$ cat src/rtl/snake_game_ctrl_if.sv
// snake_game_ctrl_if: direction/frame inputs and head/state outputs of the snake game sequencer
interface snake_game_ctrl_if;
    logic [3:0] mov;
    logic       frame_pulse;
    logic [4:0] head_x;
    logic [4:0] head_y;
    logic [1:0] mov_dir;
    logic       dead;
    logic       blink;
    logic       step;
    logic       running;
    modport master (
        output mov, frame_pulse,
        input  head_x, head_y, mov_dir, dead, blink, step, running
    );
    modport slave (
        input  mov, frame_pulse,
        output head_x, head_y, mov_dir, dead, blink, step, running
    );
endinterface

$ cat src/rtl/snake_game_ctrl.sv
// snake_game_ctrl: frame-paced snake head stepping with wall death/blink/restart; SNAKE_WRAP_EN wraps walls instead
module snake_game_ctrl #(
    parameter int GRID_W          = 30,
    parameter int GRID_H          = 30,
    parameter int START_X         = 15,
    parameter int START_Y         = 15,
    parameter int FRAMES_PER_STEP = 120,
    parameter int BLINK_FRAMES    = 30
) (
    input logic              clk,
    input logic              rst,
    snake_game_ctrl_if.slave bus
);
    localparam int FW = FRAMES_PER_STEP > 1 ? $clog2(FRAMES_PER_STEP) : 1;
    localparam int BW = BLINK_FRAMES > 1 ? $clog2(BLINK_FRAMES) : 1;
    localparam logic [4:0] SX = 5'(START_X);
    localparam logic [4:0] SY = 5'(START_Y);
    localparam logic [4:0] XL = 5'(GRID_W - 1);
    localparam logic [4:0] YL = 5'(GRID_H - 1);
    localparam logic [FW-1:0] FLAST = FW'(FRAMES_PER_STEP - 1);
    localparam logic [BW-1:0] BLAST = BW'(BLINK_FRAMES - 1);
    typedef enum logic [1:0] {IDLE, RUN, DEAD} state_t;
    state_t        state_q, state_d;
    logic [4:0]    head_x_q, head_x_d, head_y_q, head_y_d;
    logic [1:0]    dir_q, dir_d, pend_q, pend_d;
    logic [FW-1:0] fcnt_q, fcnt_d;
    logic [BW-1:0] bcnt_q, bcnt_d;
    logic [1:0]    phase_q, phase_d;
    logic          blink_q, blink_d, step_q, step_d;
    logic [1:0]    req;
    logic [4:0]    nx, ny, tx, ty;
    logic          kill, step_edge;
    always_comb begin
        req = bus.mov[3] ? 2'd3 : bus.mov[2] ? 2'd2 : bus.mov[1] ? 2'd1 : 2'd0;
        nx = head_x_q + (pend_q == 2'd0 ? 5'd1 : 5'd0) - (pend_q == 2'd2 ? 5'd1 : 5'd0);
        ny = head_y_q + (pend_q == 2'd1 ? 5'd1 : 5'd0) - (pend_q == 2'd3 ? 5'd1 : 5'd0);
`ifdef SNAKE_WRAP_EN
        tx = nx == 5'd0 ? XL - 5'd1 : nx == XL ? 5'd1 : nx;
        ty = ny == 5'd0 ? YL - 5'd1 : ny == YL ? 5'd1 : ny;
        kill = 1'b0;
`else
        tx = nx;
        ty = ny;
        kill = nx == 5'd0 || nx == XL || ny == 5'd0 || ny == YL;
`endif
        step_edge = bus.frame_pulse && fcnt_q == FLAST;
        state_d  = state_q;
        head_x_d = head_x_q;
        head_y_d = head_y_q;
        dir_d    = dir_q;
        pend_d   = pend_q;
        fcnt_d   = fcnt_q;
        bcnt_d   = bcnt_q;
        phase_d  = phase_q;
        blink_d  = blink_q;
        step_d   = 1'b0;
        case (state_q)
            IDLE: begin
                head_x_d = SX;
                head_y_d = SY;
                fcnt_d   = '0;
                if (|bus.mov) begin
                    dir_d   = req;
                    pend_d  = req;
                    state_d = RUN;
                end
            end
            RUN: begin
                if (|bus.mov && (req ^ dir_q) != 2'b10) pend_d = req;
                if (bus.frame_pulse) fcnt_d = step_edge ? '0 : fcnt_q + 1'b1;
                if (step_edge) begin
                    dir_d = pend_q;
                    if (kill) begin
                        state_d = DEAD;
                        blink_d = 1'b1;
                        bcnt_d  = '0;
                        phase_d = 2'd0;
                    end else begin
                        head_x_d = tx;
                        head_y_d = ty;
                        step_d   = 1'b1;
                    end
                end
            end
            DEAD: begin
                // phase counts completed blink phases; two phases = 2*BLINK_FRAMES frames
                if (bus.frame_pulse) begin
                    bcnt_d  = bcnt_q == BLAST ? '0 : bcnt_q + 1'b1;
                    blink_d = bcnt_q == BLAST ? ~blink_q : blink_q;
                    phase_d = bcnt_q == BLAST && phase_q != 2'd2 ? phase_q + 2'd1 : phase_q;
                end
                if (phase_q == 2'd2 && |bus.mov) begin
                    state_d  = IDLE;
                    head_x_d = SX;
                    head_y_d = SY;
                    dir_d    = 2'd0;
                    pend_d   = 2'd0;
                    fcnt_d   = '0;
                    bcnt_d   = '0;
                    phase_d  = 2'd0;
                    blink_d  = 1'b0;
                end
            end
            default: state_d = IDLE;
        endcase
    end
    always_ff @(posedge clk) begin
        if (rst) begin
            state_q  <= IDLE;
            head_x_q <= SX;
            head_y_q <= SY;
            dir_q    <= 2'd0;
            pend_q   <= 2'd0;
            fcnt_q   <= '0;
            bcnt_q   <= '0;
            phase_q  <= 2'd0;
            blink_q  <= 1'b0;
            step_q   <= 1'b0;
        end else begin
            state_q  <= state_d;
            head_x_q <= head_x_d;
            head_y_q <= head_y_d;
            dir_q    <= dir_d;
            pend_q   <= pend_d;
            fcnt_q   <= fcnt_d;
            bcnt_q   <= bcnt_d;
            phase_q  <= phase_d;
            blink_q  <= blink_d;
            step_q   <= step_d;
        end
    end
    assign bus.head_x  = head_x_q;
    assign bus.head_y  = head_y_q;
    assign bus.mov_dir = dir_q;
    assign bus.dead    = state_q == DEAD;
    assign bus.blink   = blink_q;
    assign bus.step    = step_q;
    assign bus.running = state_q == RUN;
endmodule

$ cat src/flat_wrapper.sv
// flat-port wrapper written by rule: the top's interface ports become plain ports
module snake_game_ctrl_flat 
#(
    parameter int GRID_W          = 30,
    parameter int GRID_H          = 30,
    parameter int START_X         = 15,
    parameter int START_Y         = 15,
    parameter int FRAMES_PER_STEP = 120,
    parameter int BLINK_FRAMES    = 30
)
  (clk, rst, bus_mov, bus_frame_pulse, bus_head_x, bus_head_y, bus_mov_dir, bus_dead, bus_blink, bus_step, bus_running);
  snake_game_ctrl_if bus_i ();
  input logic clk;
  input logic rst;
  input wire logic [$bits(bus_i.mov)-1:0] bus_mov;
  input wire logic [$bits(bus_i.frame_pulse)-1:0] bus_frame_pulse;
  output wire logic [$bits(bus_i.head_x)-1:0] bus_head_x;
  output wire logic [$bits(bus_i.head_y)-1:0] bus_head_y;
  output wire logic [$bits(bus_i.mov_dir)-1:0] bus_mov_dir;
  output wire logic [$bits(bus_i.dead)-1:0] bus_dead;
  output wire logic [$bits(bus_i.blink)-1:0] bus_blink;
  output wire logic [$bits(bus_i.step)-1:0] bus_step;
  output wire logic [$bits(bus_i.running)-1:0] bus_running;
  assign bus_i.mov = bus_mov;
  assign bus_i.frame_pulse = bus_frame_pulse;
  assign bus_head_x = bus_i.head_x;
  assign bus_head_y = bus_i.head_y;
  assign bus_mov_dir = bus_i.mov_dir;
  assign bus_dead = bus_i.dead;
  assign bus_blink = bus_i.blink;
  assign bus_step = bus_i.step;
  assign bus_running = bus_i.running;
  snake_game_ctrl #(.GRID_W(GRID_W), .GRID_H(GRID_H), .START_X(START_X), .START_Y(START_Y), .FRAMES_PER_STEP(FRAMES_PER_STEP), .BLINK_FRAMES(BLINK_FRAMES)) u_core (.clk(clk), .rst(rst), .bus(bus_i));
endmodule
$ cat config.mk
export PLATFORM = sky130hd
export DESIGN_NAME = snake_game_ctrl_flat
export DESIGN_NICKNAME = d
export VERILOG_FILES = /design/src/rtl/snake_game_ctrl_if.sv /design/src/rtl/snake_game_ctrl.sv /design/src/flat_wrapper.sv
export SDC_FILE = /design/constraint.sdc
export NUM_CORES = 1
export LEC_CHECK = 0
export CORE_MARGIN = 2
export CORE_UTILIZATION = 25
export CTS_BUF_LIST = sky130_fd_sc_hd__clkbuf_4 sky130_fd_sc_hd__clkbuf_8
export CTS_CLUSTER_SIZE = 14
export DETAILED_ROUTE_END_ITERATION = 10
export PLACE_DENSITY = 0.47
export SETUP_SLACK_MARGIN = 0.3
export SLEW_MARGIN = 20
export SYNTH_ARGS = -nofsm -noshare
export SYNTH_HDL_FRONTEND = slang
export SYNTH_SLANG_ARGS = --single-unit
$ cat constraint.sdc
create_clock -name clk -period 2.9 [get_ports clk]
set_input_delay 0.87 -clock clk [delete_from_list [all_inputs] [get_ports clk]]
set_output_delay 0.87 -clock clk [all_outputs]
set_load 0.05 [all_outputs]
==> flow_summary.json, run 1 <==
{
  "hpwl_um": 4219,
  "synthArstFlopShare": 0,
  "dr.pass1.iters": 4,
  "hold_viol_final": 0,
  "mostFrequentLayoutCells": "buf_4 (32), dfxtp_1 (28), inv_1 (20), a21oi_1 (20), clkdlybuf4s50_1 (20)",
  "drc_errors": 0,
  "grt_antenna_before_repair": 0,
  "io_buffers": 22,
  "cp.required_ns": 3.07,
  "vias_per_cell": 4.962,
  "whs_ns": 0.4859,
  "dr_total_vias": 2079,
  "violations": "negative setup slack",
  "max_slew_margin": 0.6641,
  "synth_flop_cell": "dfxtp_1",
  "clockBufferDepth": 2,
  "nets": 337,
  "ys_warn_count": 0,
  "max_freq_mhz": 338.7,
  "end_kind": "register",
  "syn_nets": 285,
  "start_kind": "register",
  "grt_pass1_vias": 2008,
  "drive_gt1_frac": 0.2572,
  "initial_utilization": 0.2549,
  "ant_nets": 0,
  "dr.first_iter.drc_count": 115,
  "synth_seq_cells": 32,
  "overflow": 0,
  "peakVddDrop_mv": 0.2887,
  "nFillCells": 909,
  "gp_congestion": 0.7921,
  "hold_path_class": "reg -> reg",
  "totalWireLength_um": 5641,
  "status": "complete, but fails checks",
  "cts-buffers-inserted": 5,
  "die_area_um2": 9570,
  "critPathKind": "reg -> reg",
  "p_leak_nw": 1.217,
  "track_usage": 0.1201,
  "rows": 34,
  "cts_hold_buf": 0,
  "synth_cell_types": 65,
  "die_w_um": 97.83,
  "max-cap-violations": 0,
  "layout_commonest_cell": "buf_4",
  "finalMaxSlewViolations": 0,
  "worst_pin_slew_ns": 0.5023,
  "core_area_um2": 8636,
  "min_period_ns": 2.952,
  "synth_edf_count": 0,
  "cts.sinks": 32,
  "crit_arrival_ns": 3.12,
  "syn_avg_cell_area_um2": 8.530,
  "wl_per_cell_um": 13.46,
  "grt_start_max_net_pins": 13,
  "grt_pass1_wl_um": 9584,
  "area_growth_pct": 36.27,
  "ios": 23,
  "ctsHtreeMaxLevel": 2,
  "worstPathMaxFanout": 5,
  "n_antenna_cell": 0,
  "clockRootBuffer": "clkbuf_8",
  "dp_slack_ns": -0.1755,
  "power.density_nw_per_um2": 633.3,
  "yosysSeqAreaShare": 0.2911,
  "fin_ws_ns": -0.05205,
  "fin_skew_ns": 0.008759,
  "syn-cell-area_um2": 2201,
  "fin_crit_sh": 1.018,
  "clk_latency_ns": 0.28,
  "synthCells": 258,
  "rsz0062_at_grt": "true",
  "clkTransAtPathRegs_ns": 0.07,
  "cts_tree": "done",
  "setup_violations": 10,
  "die_h_um": 97.83
}
[stage by stage]
| stage | instance area (um^2) | util | instances | power (mW) | setup TNS (ns) |
|---|---|---|---|---|---|
| after floorplan | 2262 | - | 258 | 1.090 | -0.5177 |
| after global placement | 2749 | 0.3183 | 407 | 1.340 | -1.455 |
| after detailed placement | 2749 | 0.3183 | 407 | 1.344 | -1.902 |
| after CTS | 2960 | 0.3428 | 417 | 1.894 | -0.6533 |
| after global routing | 2999 | 0.3473 | 419 | 2.027 | -2.383 |
| final | 2999 | 0.3473 | 419 | 1.899 | -0.2808 |
[power by group]
group	switching [mW]	internal [mW]	total [mW]
Clock	0.174	0.303	0.478
Combinational	0.499	0.401	0.900
Sequential	0.0413	0.480	0.522
[layout make-up]
class / instances / area (um^2) / area share
Timing Repair Buffer: 53 / 451.7 / 0.1506
Multi-Input combinational cell: 195 / 1549 / 0.5165
Tap cell: 108 / 135.1 / 0.04506
Clock inverter: 1 / 30.03 / 0.01001
Inverter: 23 / 86.33 / 0.02879
Clock buffer: 7 / 96.34 / 0.03212
Sequential cell: 32 / 650.6 / 0.2169
[flip-flops by register name, indices dropped and copies added, names as in the netlist]
register / count
u_core.bus.step: 1
u_core.bus.mov_dir: 2
u_core.bcnt_q: 5
u_core.bus.head_x: 5
u_core.bus.blink: 1
u_core.fcnt_q: 7
u_core.phase_q: 2
u_core.bus.head_y: 5
u_core.state_q: 2
u_core.pend_q: 2
[synthesized netlist by cell type (all sizes together), types with 3 or more instances]
library cell,instances,area share
and3,8,0.023
and2,3,0.0091
nand3b,3,0.010
nand3,5,0.011
xor2,6,0.024
nand4b,4,0.016
a21oi,20,0.045
a21o,4,0.014
clkbuf,5,0.014
or3,7,0.023
inv,22,0.038
nand2,16,0.027
nor3,9,0.023
nor2,15,0.026
dfxtp,32,0.29
o32a,9,0.041
nand4,8,0.023
nor2b,5,0.014
ha,18,0.10
o21ai,12,0.031
[worst max-delay path, stage by stage, from the launching register on]
cell and delay (ns):
dfxtp_2 0.33, nor2b_4 0.13, ha_4 0.25, inv_2 0.04, ha_4 0.15, fa_2 0.34, and3_4 0.16, or3_4 0.37
a221o_1 0.34, o21ai_4 0.10, nor2_2 0.09, o21a_2 0.25, o32a_1 0.30
[final timing paths]
kind / from / endpoint / slack [ns] / cells after the start
worst max-delay path: u_core.pend_q[1] / u_core.bus.head_x[2] / -0.05 / 12
worst min-delay path: u_core.fcnt_q[5] / u_core.fcnt_q[5] / 0.49 / 2
worst max register to register: u_core.pend_q[1] / u_core.bus.head_x[2] / -0.05 / 12
worst min register to register: u_core.fcnt_q[5] / u_core.fcnt_q[5] / 0.49 / 2
[cells by family (layout without fill, tap and decap cells)]
| family | count (synthesis) | after routing | synth area share |
|---|---|---|---|
| flops | 32 | 32 | 0.2911 |
| xor+xnor | 8 | 8 | 0.03184 |
| compound gates | 70 | 71 | 0.2314 |
| buf+inv | 32 | 84 | 0.06992 |
| mux | 2 | 2 | 0.009664 |
| fa+ha+maj | 20 | 20 | 0.1205 |
| simple gates | 94 | 94 | 0.2456 |
[per-layer routing]
| layer | global-route usage | up-vias | wire length, um |
|---|---|---|---|
| met2 | 0.1865 | 36 | 2537 |
| met5 | 0 | - | 0 |
| met4 | 0.03098 | 0 | 60 |
| met1 | 0.1678 | 973 | 2854 |
| met3 | 0.02863 | 4 | 189 |
| li1 | - | 1066 | - |
[repair_timing]
item,CTS,global route
pin swaps,14,7
endpoints found under the setup margin,21,25
setup buffers,1,2
cloned,1,0
gates resized for setup,16,5
(Power assumes the default switching activity.)
==> run 2, diff against run 1 <==
- CAP_MARGIN: not set -> 20
- CORE_ASPECT_RATIO: not set -> 0.6
==> flow_summary.json, run 2 (same netlist as run 1, synthesis figures left out) <==
{
  "status": "complete, but fails checks",
  "violations": "negative setup slack",
  "worst_pin_slew_ns": 0.6223,
  "setup_violations": 17,
  "drc_errors": 0,
  "pwr-share-seq": 0.286,
  "crit_arrival_ns": 3.22,
  "n_antenna_cell": 0,
  "totalWireLength_um": 6299,
  "max_freq_mhz": 330.6,
  "initial_utilization": 0.2582,
  "dr.pass1.iters": 4,
  "die_area_um2": 9594,
  "clkTransAtPathRegs_ns": 0.07,
  "ant_nets": 0,
  "hpwl_um": 4427,
  "overflow": 0,
  "place_inst": 406,
  "power.density_nw_per_um2": 603.3,
  "p_leak_nw": 1.226,
  "end_kind": "register",
  "peakVddDrop_mv": 0.2184,
  "pwr-share-clk": 0.203,
  "clk_latency_ns": 0.30,
  "vias_per_cell": 5.007,
  "min_period_ns": 3.025,
  "finalPower_mw": 1.825,
  "final_core_util": 0.3550,
  "fin_ws_ns": -0.1251,
  "die_h_um": 76.68,
  "swShare": 0.4080,
  "track_usage": 0.1370,
  "clockRootBuffer": "clkbuf_8",
  "p_int_mw": 1.081,
  "instances_no_fill": 422,
  "worstPathMaxFanout": 6,
  "rsz0062_at_grt": "true",
  "clockBufferDepth": 2,
  "ctsHtreeMaxLevel": 2,
  "fin_crit_sh": 1.043,
  "grt_start_max_net_pins": 17,
  "dr.first_iter.drc_count": 112,
  "cts.sinks": 32,
  "start_kind": "register",
  "top_register": "u_core.fcnt_q",
  "grt_antenna_before_repair": 0,
  "grt_pass1_vias": 2015,
  "core_area_um2": 8523,
  "fin_skew_ns": 0.006641,
  "finalMaxSlewViolations": 0,
  "wl_per_cell_um": 14.93,
  "critPathKind": "reg -> reg",
  "nets": 336,
  "largest_reg_flops": 7,
  "hold_path_class": "reg -> reg",
  "rows": 26,
  "power_switching_mw": 0.7446,
  "max-cap-violations": 0,
  "combPwrFrac": 0.510,
  "max_slew_margin": 0.5851,
  "gp_congestion": 0.7983,
  "hold_viol_final": 0,
  "io_buffers": 22,
  "mostFrequentLayoutCells": "buf_4 (28), dfxtp_1 (28), inv_1 (20)",
  "drive_gt1_frac": 0.2710,
  "cts-buffers-inserted": 5,
  "cts_tree": "done",
  "cp.required_ns": 3.09,
  "area_growth_pct": 37.46,
  "die_w_um": 125.1,
  "dr_total_vias": 2113,
  "grt_pass1_wl_um": 10560,
  "ios": 23
}
## run 2: cell count changes in the layout (fill, tap and decap cells not counted), moves of 2 or more
cell	change
a21oi_1	-2
a21oi_2	+2
buf_4	-4
buf_6	+2
clkdlybuf4s50_1	-2
clkinv_2	+2
dlymetal6s2s_1	+2
nor2_4	+2
## run 2: timing repair
item | 4_1_cts | 5_1_grt
gates cloned | 2 | 0
pin swaps | 12 | 8
endpoints found under the setup margin | 21 | 25
buffers inserted | 3 | 3
gates resized for setup | 18 | 16
hold buffers | 0 | 0
## run 2: path summary, 6_finish.rpt
kind / startpoint / endpoint / slack, ns / cells after the start
hold / removal: u_core.bcnt_q[4] / u_core.bcnt_q[4] / 0.50 / 2
setup / recovery: u_core.pend_q[1] / u_core.phase_q[0] / -0.13 / 12
setup reg to reg: u_core.pend_q[1] / u_core.phase_q[0] / -0.13 / 12
hold reg to reg: u_core.bcnt_q[4] / u_core.bcnt_q[4] / 0.50 / 2
## run 2: layer usage
| metal | global-route usage | up-vias | share of wire |
|---|---|---|---|
| met5 | 0 | - | 0 |
| met3 | 0.03489 | 4 | 0.049 |
| met2 | 0.1848 | 40 | 0.40 |
| met4 | 0.03667 | 0 | 0.0071 |
| li1 | - | 1066 | - |
| met1 | 0.2113 | 1003 | 0.55 |
## run 2: power by group through the flow
stage	clock (mW)	combinational (mW)	sequential [mW]
4_1_cts	0.385	0.871	0.523
3_3_place_gp	0	0.809	0.531
3_5_place_dp	0	0.799	0.532
2_1_floorplan	0	0.472	0.619
6_report	0.371	0.931	0.522
5_1_grt	0.399	1.01	0.530
## run 2: per-stage QoR
step | worst slack [ns] | hold slack (ns) | instance area (um^2) | setup TNS, ns
floorplan | -0.04956 | 0.4534 | 2262 | -0.5177
global placement | -0.2465 | 0.4799 | 2716 | -2.766
detailed placement | -0.3025 | 0.4898 | 2716 | -3.620
CTS | -0.1359 | 0.5014 | 2925 | -1.507
global route | -0.2191 | 0.5123 | 3025 | -2.932
finish | -0.1251 | 0.5025 | 3025 | -1.079
## run 2: cell type report
type / count / area, um^2
clock inverter: 2 / 10.01
clock buffer: 6 / 82.58
timing repair buffer: 51 / 449.2
tap: 112 / 140.1
sequential: 32 / 653.1
inverter: 23 / 86.33
multi-input combinational: 196 / 1604
fill: 902 / 5498
## run 2: worst max-delay path, stage by stage (launching register included)
cell,delay (ns)
dfxtp_2,0.34
nor2b_4,0.13
ha_4,0.25
inv_2,0.04
ha_4,0.15
fa_2,0.35
and3_4,0.16
or3_4,0.37
a221o_1,0.34
o21ai_4,0.13
o211ai_4,0.17
o21a_1,0.24
mux2_2,0.26
